**config.mk**
```make
export PLATFORM = sky130hd
export DESIGN_NAME = control_cond_logic
export DESIGN_NICKNAME = d
export VERILOG_FILES = /design/src/rtl/control_cond_logic.sv
export SDC_FILE = /design/constraint.sdc
export NUM_CORES = 1
export LEC_CHECK = 0
export CAP_MARGIN = 20
export CORE_ASPECT_RATIO = 1.2
export CORE_MARGIN = 3
export CORE_UTILIZATION = 36
export DETAILED_ROUTE_END_ITERATION = 8
export GPL_TIMING_DRIVEN = 0
export PLACE_DENSITY = 0.93
export SETUP_SLACK_MARGIN = 0.5
export SLEW_MARGIN = 15
export SYNTH_ARGS = -nofsm -noshare
export SYNTH_HDL_FRONTEND = slang
export SYNTH_SLANG_ARGS = --single-unit
```
**constraint.sdc**
```tcl
create_clock -name clk -period 5.3 [get_ports clk]
set_input_delay 1.325 -clock clk [delete_from_list [all_inputs] [get_ports clk]]
set_output_delay 1.325 -clock clk [all_outputs]
set_load 0.005 [all_outputs]
```
**src/rtl/control_cond_logic.sv**
```systemverilog
// Conditional-execution stage: holds NZCV flags, evaluates the condition field, gates side effects.
// Optional squashed-instruction counter is built when COND_STATS_EN is defined.
module control_cond_logic #(
   parameter int CNT_W = 16
) (
   input  logic             clk,
   input  logic             rst,
   input  logic             en,
   input  logic [3:0]       cond,
   input  logic [3:0]       aluflags,
   input  logic [1:0]       flagw,
   input  logic             pcs,
   input  logic             regw,
   input  logic             memw,
   output logic             pcsrc,
   output logic             regwrite,
   output logic             memwrite,
   output logic [3:0]       flags,
   output logic             condex,
   output logic             illegal,
   output logic [CNT_W-1:0] squash_cnt
);

   logic [3:0] flags_r;
   logic       condex_s;
   logic       illegal_s;

   // Evaluates one condition code against {N,Z,C,V}; 4'b1111 never passes.
   function automatic logic cond_pass(input logic [3:0] c, input logic [3:0] f);
      logic n;
      logic z;
      logic cf;
      logic v;
      logic p;
      n  = f[3];
      z  = f[2];
      cf = f[1];
      v  = f[0];
      case (c)
         4'b0000: p = z;
         4'b0001: p = ~z;
         4'b0010: p = cf;
         4'b0011: p = ~cf;
         4'b0100: p = n;
         4'b0101: p = ~n;
         4'b0110: p = v;
         4'b0111: p = ~v;
         4'b1000: p = cf & ~z;
         4'b1001: p = ~cf | z;
         4'b1010: p = (n == v);
         4'b1011: p = (n != v);
         4'b1100: p = ~z & (n == v);
         4'b1101: p = z | (n != v);
         4'b1110: p = 1'b1;
         default: p = 1'b0;
      endcase
      return p;
   endfunction

   // Condition check reads only the registered flags, so same-cycle flag writes are not seen.
   always_comb begin
      condex_s  = cond_pass(cond, flags_r);
      if (cond == 4'b1111) begin
         illegal_s = en;
      end else begin
         illegal_s = 1'b0;
      end
   end

   // Flag halves load independently, only for an advancing instruction whose condition passed.
   always_ff @(posedge clk or posedge rst) begin
      if (rst) begin
         flags_r <= 4'b0000;
      end else if (en && condex_s) begin
         if (flagw[1]) begin
            flags_r[3:2] <= aluflags[3:2];
         end
         if (flagw[0]) begin
            flags_r[1:0] <= aluflags[1:0];
         end
      end
   end

   assign condex   = condex_s;
   assign illegal  = illegal_s;
   assign flags    = flags_r;
   assign pcsrc    = pcs  & condex_s & en;
   assign regwrite = regw & condex_s & en;
   assign memwrite = memw & condex_s & en;

`ifdef COND_STATS_EN
   logic             squash_s;
   logic [CNT_W-1:0] squash_cnt_r;

   assign squash_s = en & ~condex_s & (pcs | regw | memw | (flagw != 2'b00));

   // Saturating count of instructions that wanted a side effect but were suppressed.
   always_ff @(posedge clk or posedge rst) begin
      if (rst) begin
         squash_cnt_r <= {CNT_W{1'b0}};
      end else if (squash_s && (squash_cnt_r != {CNT_W{1'b1}})) begin
         squash_cnt_r <= squash_cnt_r + {{(CNT_W-1){1'b0}}, 1'b1};
      end
   end

   assign squash_cnt = squash_cnt_r;
`else
   assign squash_cnt = {CNT_W{1'b0}};
`endif

endmodule

```
==> metrics.txt, run 1 <==
# TYPE chip_impl_metric gauge
chip_impl_info{name="outcome",value="complete, no violations"} 1
chip_impl_info{name="ctsRootBufferMaster",value="sky130_fd_sc_hd__clkbuf_4"} 1
chip_impl_metric{name="global_route.usage.total",unit="%"} 13.30
chip_impl_metric{name="timing.final.crit_share",unit="%"} 82.69
chip_impl_metric{name="clock_tree_buffer_depth",unit=""} 2
chip_impl_metric{name="setup-tns-final",unit="ns"} 0
chip_impl_metric{name="cts_max_level",unit=""} 1
chip_impl_metric{name="final_core_utilization",unit="%"} 60.43
chip_impl_metric{name="final.setup.worst_slack",unit="ns"} 0.9175
chip_impl_metric{name="total_gr_overflow",unit=""} 0
chip_impl_info{name="timing_worst_setup_path_type",value="in2out"} 1
chip_impl_info{name="critical-path-slowest-cell",value="sky130_fd_sc_hd__clkdlybuf4s50_1"} 1
chip_impl_metric{name="ios",unit=""} 41
chip_impl_metric{name="die-width",unit="um"} 42.18
chip_impl_metric{name="final_net_count",unit=""} 124
chip_impl_metric{name="dp_worst_setup_slack",unit="ns"} 0.5419
chip_impl_metric{name="maxCapViolCount",unit=""} 0
chip_impl_info{name="critical_path.startpoint_type",value="primary input"} 1
chip_impl_metric{name="fmax",unit="MHz"} 228.2
chip_impl_metric{name="route.detailed.wl_per_inst",unit="um"} 10.93
chip_impl_metric{name="ant_nets",unit=""} 0
chip_impl_info{name="critical_path.top_delay_family",value="compound AO/OA/AOI/OAI gates"} 1
chip_impl_metric{name="multi_input_comb_area",unit="um2"} 369.1
chip_impl_metric{name="dr.first_iter.drc_count",unit=""} 13
chip_impl_metric{name="initial_utilization",unit="%"} 38.63
chip_impl_metric{name="finalSetupViolCount",unit=""} 0
chip_impl_metric{name="largest_reg_flops",unit=""} 4
chip_impl_metric{name="synth_seq_area_share",unit="%"} 17.70
chip_impl_metric{name="antennaDiodeCount",unit=""} 0
chip_impl_metric{name="post_detailed_route_via_to_cell_ratio",unit=""} 4.504
chip_impl_info{name="synth_top_area_cell",value="sky130_fd_sc_hd__buf_4"} 1
chip_impl_metric{name="critical_path.max_fanout",unit=""} 10
chip_impl_metric{name="global_route_wire_length_before_repair",unit="mm"} 2.166
chip_impl_metric{name="clock_sinks",unit=""} 4
chip_impl_metric{name="routed_wirelength",unit="mm"} 1.345
chip_impl_metric{name="period_needed",unit="ns"} 4.382
chip_impl_metric{name="worst_vdd_ir",unit="V"} 0.0002238
chip_impl_metric{name="cts_buffer_count",unit=""} 3
chip_impl_metric{name="power-per-cell-area",unit="nW/um2"} 291.3
chip_impl_metric{name="remaining_drc_errors",unit=""} 0
chip_impl_metric{name="yosysUniqueCellTypes",unit=""} 28
chip_impl_metric{name="timing.critical_path.required",unit="ns"} 3.97
chip_impl_info{name="tritoncts",value="yes"} 1
chip_impl_metric{name="worst_ep_arrival_time",unit="ns"} 3.06
chip_impl_metric{name="timing_hold_violations_final",unit=""} 0
chip_impl_metric{name="post-synth-top-area-fraction",unit="%"} 22.57
chip_impl_metric{name="final.hold.worst_slack",unit="ns"} 0.5952
chip_impl_metric{name="filler_cell_count",unit=""} 139
chip_impl_metric{name="post-dp-hpwl",unit="mm"} 1.119
chip_impl_metric{name="total_leakage_power",unit="uW"} 0.0004263
chip_impl_metric{name="postSynthCellCount",unit=""} 67
chip_impl_metric{name="clock-skew-final",unit="ns"} 0.001618
chip_impl_metric{name="die_area",unit="um2"} 2084
chip_impl_metric{name="gp_congestion",unit=""} 0.6960
chip_impl_metric{name="via_count_of_the_first_global_routing_pass",unit=""} 498
chip_impl_metric{name="synthesis.area",unit="um2"} 565.5
chip_impl_metric{name="yosysWarningCount",unit=""} 0
chip_impl_metric{name="fp.dieH",unit="um"} 49.42
chip_impl_metric{name="core_area",unit="um2"} 1464
chip_impl_metric{name="clk_pin_slew_worst_paths",unit="ns"} 0.04
chip_impl_metric{name="routed-via-count",unit=""} 554
chip_impl_metric{name="port_buffers",unit=""} 21
chip_impl_metric{name="synth_to_final_area_change",unit="%"} 56.42
chip_impl_info{name="holdCritPathClass",value="reg2reg"} 1
chip_impl_metric{name="regArea",unit="um2"} 100.1
chip_impl_metric{name="row_count",unit=""} 15
chip_impl_info{name="critical_path.cell_chain",value="buf_4 -> and2_4 -> a32o_1 -> o311ai_2 -> a31oi_2 -> and2_1 -> clkdlybuf4s50_1"} 1
chip_impl_metric{name="post_route_cells_drive_above_1_share",unit="%"} 25.47
chip_impl_metric{name="cpPeakStageDelay",unit="ns"} 0.45
chip_impl_metric{name="grt_antenna_before_repair",unit=""} 0
chip_impl_info{name="endpoint_kind",value="output pin"} 1
chip_impl_metric{name="dr.pass1.iters",unit=""} 4
chip_impl_info{name="synth_area_leaders",value="sky130_fd_sc_hd__buf_4, sky130_fd_sc_hd__dfrtp_1, sky130_fd_sc_hd__mux2_1"} 1
chip_impl_info{name="grt_setup_unrepaired",value="false"} 1
chip_impl_metric{name="synthesis.area_per_instance",unit="um2"} 8.441
chip_impl_metric{name="largest_net_degree_at_the_start_of_global_routing",unit=""} 11
chip_impl_metric{name="final_max_slew_viol_count",unit=""} 0
chip_impl_metric{name="postSynthRegisterBits",unit=""} 4
chip_impl_metric{name="worst-path-buf-inv",unit=""} 2
chip_impl_metric{name="clk_latency",unit="ns"} 0.24
[stage by stage]
step                      power (uW)  cells  area (um2)
after global placement         209.3    120       853.3
after global routing           279.7    123       884.6
after detailed placement       217.3    120       853.3
final                          257.6    123       884.6
after CTS                      257.4    123       875.8
after floorplan                147.6     82       621.8
[synthesized netlist by cell type, drive strengths merged]
cell,number
nor4b,1
nand3b,1
and2,4
nand2,4
o21bai,1
o311ai,1
inv,4
o22ai,1
nor3b,1
or3b,1
a211oi,1
mux2i,1
nand3,4
o211ai,1
mux2,5
dfrtp,4
nand2b,2
xor2,2
buf,19
o31ai,1
conb,1
a32o,1
a31oi,3
nor2,2
a32oi,1
[path summary, 6_finish.rpt]
path,startpoint,end,slack [ns],depth (start not counted)
max,cond[2],pcsrc,0.92,7
min,flags[0]$_DFFE_PP0P_,flags[0]$_DFFE_PP0P_,0.60,1
max reg2reg,flags[3]$_DFFE_PP0P_,flags[0]$_DFFE_PP0P_,3.33,5
min reg2reg,flags[0]$_DFFE_PP0P_,flags[0]$_DFFE_PP0P_,0.60,1
max in group asynchronous,rst,flags[0]$_DFFE_PP0P_,3.89,2
min in group asynchronous,rst,flags[2]$_DFFE_PP0P_,1.27,2
[layout make-up]
cell class              instances  share of cell area [%]
repair buffers                 21                   24.05
flip-flops and latches          4                   11.32
well taps                      17                   2.405
plain buffers                  19                   16.27
clock buffers                   3                   2.546
inverters                       4                   1.697
multi-input cells              55                   41.73
[timing repair]
action,4_1_cts,5_1_grt
gates resized for setup,0,2
endpoints found under the hold margin,0,0
endpoints found under the setup margin,0,3
hold buffers,0,0
buffers inserted,0,0
[metal layers]
metal,global-route usage (%),part of all wire [%]
met1,12.80,34
met2,24.37,56
met3,3.690,8.0
met4,7.772,2.5
met5,0,0
[cell usage in the layout (no fill, tap or decap), types with 2 or more instances in the layout]
cell                              Yosys  routed
sky130_fd_sc_hd__clkbuf_4             0       3
sky130_fd_sc_hd__xor2_1               2       2
sky130_fd_sc_hd__nand2_1              4       4
sky130_fd_sc_hd__nand3_1              4       4
sky130_fd_sc_hd__nand2b_1             2       2
sky130_fd_sc_hd__dfrtp_1              4       4
sky130_fd_sc_hd__mux2_1               5       5
sky130_fd_sc_hd__clkdlybuf4s50_1      0      20
sky130_fd_sc_hd__inv_1                4       4
sky130_fd_sc_hd__nor2_1               2       2
sky130_fd_sc_hd__and2_1               3       3
sky130_fd_sc_hd__conb_1               1      16
sky130_fd_sc_hd__buf_4               17      17
sky130_fd_sc_hd__a31oi_1              3       2
[report_power, final]
part	switching (uW)	leakage (uW)	internal, uW
Clock	12.7	0.0000138	25.3
Sequential	28.1	0.0000471	46.3
Combinational	54.7	0.000365	90.6
[cells by family after synthesis]
kind of cell    Yosys count  share of synthesized area [%]
compound gates           11                          17.26
xor+xnor                  2                          3.098
buf+inv                  23                          28.10
flops                     4                          17.70
mux                       6                          11.73
other cells               1                         0.6631
simple gates             20                          21.46
No activity file was read; power rests on OpenSTA's default activity.
==> run 2: changes to the inputs <==
--- a/config.mk
+++ b/config.mk
@@ -8,10 +8,10 @@
 export CAP_MARGIN = 20
 export CORE_ASPECT_RATIO = 1.2
 export CORE_MARGIN = 3
-export CORE_UTILIZATION = 36
+export CORE_UTILIZATION = 33
 export DETAILED_ROUTE_END_ITERATION = 8
 export GPL_TIMING_DRIVEN = 0
-export PLACE_DENSITY = 0.93
+export PLACE_DENSITY = 0.87
 export SETUP_SLACK_MARGIN = 0.5
 export SLEW_MARGIN = 15
 export SYNTH_ARGS = -nofsm -noshare
==> constraint.sdc (replaced) <==
create_clock -name clk -period 4.2 [get_ports clk]
set_input_delay 1.05 -clock clk [delete_from_list [all_inputs] [get_ports clk]]
set_output_delay 1.05 -clock clk [all_outputs]
set_load 0.005 [all_outputs]
==> metrics.txt, run 2 (same netlist as run 1, synthesis figures left out) <==
# TYPE chip_impl_metric gauge
chip_impl_info{name="outcome",value="complete, no violations"} 1
chip_impl_metric{name="critical_path.max_fanout",unit=""} 10
chip_impl_metric{name="timing.reg2reg.worst_path_depth",unit=""} 6
chip_impl_metric{name="antennaDiodeCount",unit=""} 0
chip_impl_metric{name="routed_wirelength",unit="mm"} 1.430
chip_impl_metric{name="dr.pass1.iters",unit=""} 4
chip_impl_metric{name="cts_buffer_count",unit=""} 3
chip_impl_metric{name="die_area",unit="um2"} 2249
chip_impl_info{name="holdCritPathClass",value="reg2reg"} 1
chip_impl_metric{name="holdPathStages",unit=""} 1
chip_impl_metric{name="ant_nets",unit=""} 0
chip_impl_metric{name="fmax",unit="MHz"} 272.4
chip_impl_metric{name="finalSetupViolCount",unit=""} 0
chip_impl_metric{name="grt_antenna_before_repair",unit=""} 0
chip_impl_metric{name="port_buffers",unit=""} 21
chip_impl_metric{name="met2RoutedLength",unit="um"} 743
chip_impl_metric{name="final_cell_count_no_fill",unit=""} 126
chip_impl_info{name="grt_setup_unrepaired",value="true"} 1
chip_impl_metric{name="timing_hold_violations_final",unit=""} 0
chip_impl_metric{name="maxCapViolCount",unit=""} 0
chip_impl_metric{name="die-width",unit="um"} 43.79
chip_impl_metric{name="gp_congestion",unit=""} 0.7173
chip_impl_metric{name="clock-skew-final",unit="ns"} 0.002051
chip_impl_metric{name="worst_ep_arrival_time",unit="ns"} 2.62
chip_impl_metric{name="initial_utilization",unit="%"} 37.20
chip_impl_metric{name="route.layer.met1.wl",unit="um"} 515
chip_impl_metric{name="global_route_wire_length_before_repair",unit="mm"} 2.228
chip_impl_metric{name="power-per-cell-area",unit="nW/um2"} 379.6
chip_impl_metric{name="dpl.cell_count",unit=""} 120
chip_impl_metric{name="clk_latency",unit="ns"} 0.24
chip_impl_info{name="top_signal_layer_used",value="met4"} 1
chip_impl_metric{name="worst_vdd_ir",unit="V"} 0.0003356
chip_impl_metric{name="synth_to_final_area_change",unit="%"} 66.81
chip_impl_metric{name="total_gr_overflow",unit=""} 0
chip_impl_metric{name="clock_tree_buffer_depth",unit=""} 2
chip_impl_metric{name="total_power",unit="uW"} 358.1
chip_impl_metric{name="final_net_count",unit=""} 127
chip_impl_metric{name="fp.dieH",unit="um"} 51.35
chip_impl_metric{name="post_detailed_route_via_to_cell_ratio",unit=""} 4.587
chip_impl_metric{name="largest_net_degree_at_the_start_of_global_routing",unit=""} 11
chip_impl_metric{name="final_max_slew_viol_count",unit=""} 0
chip_impl_metric{name="ios",unit=""} 41
chip_impl_info{name="endpoint_kind",value="output pin"} 1
chip_impl_metric{name="clock_sinks",unit=""} 4
chip_impl_info{name="timing_worst_setup_path_type",value="in2out"} 1
chip_impl_info{name="tritoncts",value="yes"} 1
chip_impl_metric{name="total_leakage_power",unit="uW"} 0.0004712
chip_impl_metric{name="post_route_cells_drive_above_1_share",unit="%"} 32.11
chip_impl_metric{name="timing.final.crit_share",unit="%"} 87.40
chip_impl_info{name="commonest_cells_after_routing_fill_and_taps_aside",value="sky130_fd_sc_hd__buf_4, sky130_fd_sc_hd__clkdlybuf4s50_1, sky130_fd_sc_hd__conb_1"} 1
chip_impl_metric{name="wl_met3",unit="um"} 142
chip_impl_metric{name="largest_reg_flops",unit=""} 4
chip_impl_metric{name="remaining_drc_errors",unit=""} 0
chip_impl_info{name="critical_path.startpoint_type",value="primary input"} 1
chip_impl_metric{name="post-dp-hpwl",unit="mm"} 1.096
chip_impl_metric{name="cts_max_level",unit=""} 1
chip_impl_metric{name="dr.first_iter.drc_count",unit=""} 6
chip_impl_metric{name="row_count",unit=""} 15
chip_impl_metric{name="core_area",unit="um2"} 1520
chip_impl_metric{name="timing.critical_path.required",unit="ns"} 3.15
chip_impl_metric{name="setup-tns-final",unit="ns"} 0
chip_impl_metric{name="filler_cell_count",unit=""} 146
chip_impl_metric{name="period_needed",unit="ns"} 3.671
chip_impl_metric{name="via_count_of_the_first_global_routing_pass",unit=""} 555
chip_impl_metric{name="final.hold.worst_slack",unit="ns"} 0.5997
chip_impl_info{name="final_common_cell",value="sky130_fd_sc_hd__buf_4"} 1
chip_impl_metric{name="route.detailed.wl_per_inst",unit="um"} 11.35
chip_impl_metric{name="routed-via-count",unit=""} 578
chip_impl_info{name="ctsRootBufferMaster",value="sky130_fd_sc_hd__clkbuf_4"} 1
chip_impl_metric{name="clk_pin_slew_worst_paths",unit="ns"} 0.04
chip_impl_metric{name="global_route.usage.total",unit="%"} 13.05
-- run 2: per-stage QoR --
step                      setup WS, ns  area [um2]  util [%]
after floorplan                 0.9150       621.8         -
after global placement         0.06357       853.3     56.13
after detailed placement       0.03565       853.3     56.13
after CTS                       0.5049       929.6     61.15
after global routing            0.4749       943.4     62.06
final                           0.5292       943.4     62.06
-- run 2: critical path: stages --
cell and delay (ns):
sky130_fd_sc_hd__buf_4 0.15, sky130_fd_sc_hd__and2_4 0.16, sky130_fd_sc_hd__a32o_2 0.25, sky130_fd_sc_hd__o311ai_4 0.27, sky130_fd_sc_hd__a31oi_2 0.15, sky130_fd_sc_hd__buf_4 0.17, sky130_fd_sc_hd__and2_1 0.14, sky130_fd_sc_hd__dlygate4sd2_1 0.27
-- run 2: timing repair --
item | CTS | global route
setup endpoints to repair | 4 | 3
pin swaps | 4 | 2
hold buffers | 0 | 0
setup buffers | 3 | 0
resized for setup | 12 | 4
-- run 2: layout make-up --
class                      count  area [um2]  area share, %
inverter                       4       15.01          1.592
timing repair buffer          24       231.5          24.54
clock buffer                   3       22.52          2.387
tap                           17       21.27          2.255
multi-input combinational     55       409.1          43.37
sequential                     4       100.1          10.61
buffer                        19       143.9          15.25
-- run 2: final timing paths --
| check | start | end | slack (ns) |
|---|---|---|---|
| min in group asynchronous | rst | flags[3]$_DFFE_PP0P_ | 1.00 |
| worst min register to register | flags[0]$_DFFE_PP0P_ | flags[0]$_DFFE_PP0P_ | 0.60 |
| worst max register to register | flags[3]$_DFFE_PP0P_ | flags[1]$_DFFE_PP0P_ | 2.21 |
| worst min-delay path | flags[0]$_DFFE_PP0P_ | flags[0]$_DFFE_PP0P_ | 0.60 |
| worst max-delay path | cond[2] | memwrite | 0.53 |
| max in group asynchronous | rst | flags[1]$_DFFE_PP0P_ | 3.05 |
-- run 2: where the power goes --
group | total [uW] | switching, uW | internal [uW]
Sequential | 97.7 | 39.4 | 58.3
Combinational | 213 | 84.5 | 128
Clock | 47.8 | 15.8 | 31.9
-- run 2: metal layers --
metal	global-route usage (%)	vias up
met5	0	-
met4	7.538	0
met3	2.113	3
met2	25.24	31
met1	12.29	257
li1	-	287
==> run 3: changes to the inputs <==
--- a/config.mk
+++ b/config.mk
@@ -11,7 +11,7 @@
 export CORE_UTILIZATION = 33
 export DETAILED_ROUTE_END_ITERATION = 8
 export GPL_TIMING_DRIVEN = 0
-export PLACE_DENSITY = 0.87
+export PLACE_DENSITY = 0.78
 export SETUP_SLACK_MARGIN = 0.5
 export SLEW_MARGIN = 15
 export SYNTH_ARGS = -nofsm -noshare
==> metrics.txt, run 3 (same netlist as run 1, synthesis figures left out) <==
# TYPE chip_impl_metric gauge
chip_impl_info{name="tritoncts",value="yes"} 1
chip_impl_metric{name="routed_wirelength",unit="mm"} 1.449
chip_impl_metric{name="post-dp-hpwl",unit="mm"} 1.056
chip_impl_metric{name="clock_tree_buffer_depth",unit=""} 2
chip_impl_metric{name="via_count_of_the_first_global_routing_pass",unit=""} 554
chip_impl_info{name="holdCritPathClass",value="reg2reg"} 1
chip_impl_info{name="critical_path.cell_chain",value="buf_4 -> and2_4 -> o31ai_4 -> o311ai_4 -> a31oi_1 -> and2_1 -> clkdlybuf4s50_1"} 1
chip_impl_metric{name="final_net_count",unit=""} 128
chip_impl_metric{name="setup-tns-final",unit="ns"} 0
chip_impl_metric{name="gp_congestion",unit=""} 0.6744
chip_impl_metric{name="total_gr_overflow",unit=""} 0
chip_impl_info{name="outcome",value="complete, no violations"} 1
chip_impl_metric{name="die-width",unit="um"} 43.79
chip_impl_metric{name="finalSetupViolCount",unit=""} 0
chip_impl_metric{name="timing.critical_path.required",unit="ns"} 3.15
chip_impl_metric{name="ctsHoldBuffers",unit=""} 0
chip_impl_metric{name="total_leakage_power",unit="uW"} 0.0004531
chip_impl_metric{name="largest_net_degree_at_the_start_of_global_routing",unit=""} 11
chip_impl_metric{name="die_area",unit="um2"} 2249
chip_impl_metric{name="period_needed",unit="ns"} 3.733
chip_impl_metric{name="initial_utilization",unit="%"} 37.20
chip_impl_metric{name="fmax",unit="MHz"} 267.9
chip_impl_metric{name="core_area",unit="um2"} 1520
chip_impl_metric{name="worst_vdd_ir",unit="V"} 0.0003035
chip_impl_metric{name="ios",unit=""} 41
chip_impl_info{name="crit-reg2reg-capture",value="flags[3]$_DFFE_PP0P_"} 1
chip_impl_metric{name="timing.reg2reg.worst_path_depth",unit=""} 6
chip_impl_metric{name="maxCapViolCount",unit=""} 0
chip_impl_info{name="ctsRootBufferMaster",value="sky130_fd_sc_hd__clkbuf_4"} 1
chip_impl_metric{name="post_route_cells_drive_above_1_share",unit="%"} 32.73
chip_impl_metric{name="timing_hold_violations_final",unit=""} 0
chip_impl_metric{name="clk_pin_slew_worst_paths",unit="ns"} 0.04
chip_impl_info{name="grt_setup_unrepaired",value="true"} 1
chip_impl_metric{name="post_detailed_route_via_to_cell_ratio",unit=""} 4.457
chip_impl_info{name="critical_path.startpoint_type",value="primary input"} 1
chip_impl_metric{name="remaining_drc_errors",unit=""} 0
chip_impl_info{name="timing_worst_setup_path_type",value="in2out"} 1
chip_impl_metric{name="cpPeakStageDelay",unit="ns"} 0.49
chip_impl_metric{name="cts_buffer_count",unit=""} 3
chip_impl_metric{name="global_route.usage.total",unit="%"} 13.79
chip_impl_metric{name="ant_nets",unit=""} 0
chip_impl_metric{name="clock-skew-final",unit="ns"} 0.0004098
chip_impl_info{name="rr_startpoint",value="flags[3]$_DFFE_PP0P_"} 1
chip_impl_metric{name="largest_reg_flops",unit=""} 4
chip_impl_metric{name="global_route_wire_length_before_repair",unit="mm"} 2.339
chip_impl_metric{name="holdPathStages",unit=""} 1
chip_impl_metric{name="worst_ep_arrival_time",unit="ns"} 2.68
chip_impl_metric{name="total_power",unit="uW"} 358.4
chip_impl_metric{name="antennaDiodeCount",unit=""} 0
chip_impl_metric{name="routed-via-count",unit=""} 566
chip_impl_metric{name="power-per-cell-area",unit="nW/um2"} 383.0
chip_impl_metric{name="cts_max_level",unit=""} 1
chip_impl_metric{name="row_count",unit=""} 15
chip_impl_info{name="final_common_cell",value="sky130_fd_sc_hd__buf_4"} 1
chip_impl_metric{name="regToRegSetupSlack",unit="ns"} 2.14
chip_impl_metric{name="timing.final.crit_share",unit="%"} 88.88
chip_impl_metric{name="dr.pass1.iters",unit=""} 4
chip_impl_metric{name="route.detailed.wl_per_inst",unit="um"} 11.41
chip_impl_info{name="commonest_cells_after_routing_fill_and_taps_aside",value="sky130_fd_sc_hd__buf_4, sky130_fd_sc_hd__clkdlybuf4s50_1, sky130_fd_sc_hd__conb_1"} 1
chip_impl_metric{name="dr.first_iter.drc_count",unit=""} 4
chip_impl_info{name="hold_end",value="flags[0]$_DFFE_PP0P_"} 1
chip_impl_metric{name="grt_antenna_before_repair",unit=""} 0
chip_impl_info{name="critical-path-slowest-cell",value="sky130_fd_sc_hd__clkdlybuf4s50_1"} 1
chip_impl_info{name="worst_hold_startpoint",value="flags[0]$_DFFE_PP0P_"} 1
chip_impl_metric{name="clk_latency",unit="ns"} 0.23
chip_impl_metric{name="synth_to_final_area_change",unit="%"} 65.49
chip_impl_metric{name="filler_cell_count",unit=""} 150
chip_impl_metric{name="final_max_slew_viol_count",unit=""} 0
chip_impl_metric{name="clock_sinks",unit=""} 4
chip_impl_metric{name="fp.dieH",unit="um"} 51.35
chip_impl_metric{name="port_buffers",unit=""} 21
chip_impl_metric{name="critical_path.max_fanout",unit=""} 10
chip_impl_info{name="endpoint_kind",value="output pin"} 1
[run 3: worst max-delay path, delay by kind of cell]
kind / cells / cell delay [ns]
buffers and inverters: 2 / 0.64
and+or+nand+nor: 2 / 0.33
AOI/OAI and AO/OA: 3 / 0.66
[run 3: where the power goes]
group	switching (uW)	leakage (uW)	internal, uW
sequential	38.9	0.0000471	58.3
clock	14.8	0.0000138	31.9
combinational	84.0	0.000392	130
[run 3: per-layer routing]
layer / global-route usage (%) / vias up / wire length, um
met5: 0 / - / 0
met4: 9.045 / 0 / 33
met3: 2.465 / 4 / 119
met2: 24.76 / 30 / 725
met1: 14.04 / 243 / 571
li1: - / 289 / -
[run 3: area by class of cell]
cell class              instances  area (um2)  share of cell area [%]
clock buffers                   3       22.52                   2.406
well taps                      17       21.27                   2.273
multi-input cells              55       402.9                   43.05
flip-flops and latches          4       100.1                   10.70
inverters                       4       15.01                   1.604
plain buffers                  19       143.9                   15.37
repair buffers                 25       230.2                   24.60
[run 3: what timing repair did]
item                                    CTS  global route
endpoints found under the setup margin    4             1
gates resized for setup                  10             6
buffers inserted                          3             1
pin swaps                                 6             5
gates cloned                              0             0
[run 3: how the worst max path moves through the flow]
stage,start,to,depth (start not counted)
after floorplan,cond[2],memwrite,6
after global placement,cond[1],pcsrc,7
after detailed placement,cond[1],regwrite,7
after CTS,cond[1],memwrite,7
after global routing,cond[2],memwrite,7
final,cond[2],memwrite,7
[run 3: per-stage QoR]
step	utilization (%)	setup slack, ns	cell area [um2]	std cells	hold WS [ns]
after floorplan	-	0.9150	621.8	82	0.5607
after global placement	56.13	0.04881	853.3	120	0.5714
after detailed placement	56.13	0.01469	853.3	120	0.5695
after CTS	60.74	0.5010	923.4	126	0.5820
after global routing	61.56	0.4206	935.9	127	0.6188
final	61.56	0.4670	935.9	127	0.5767
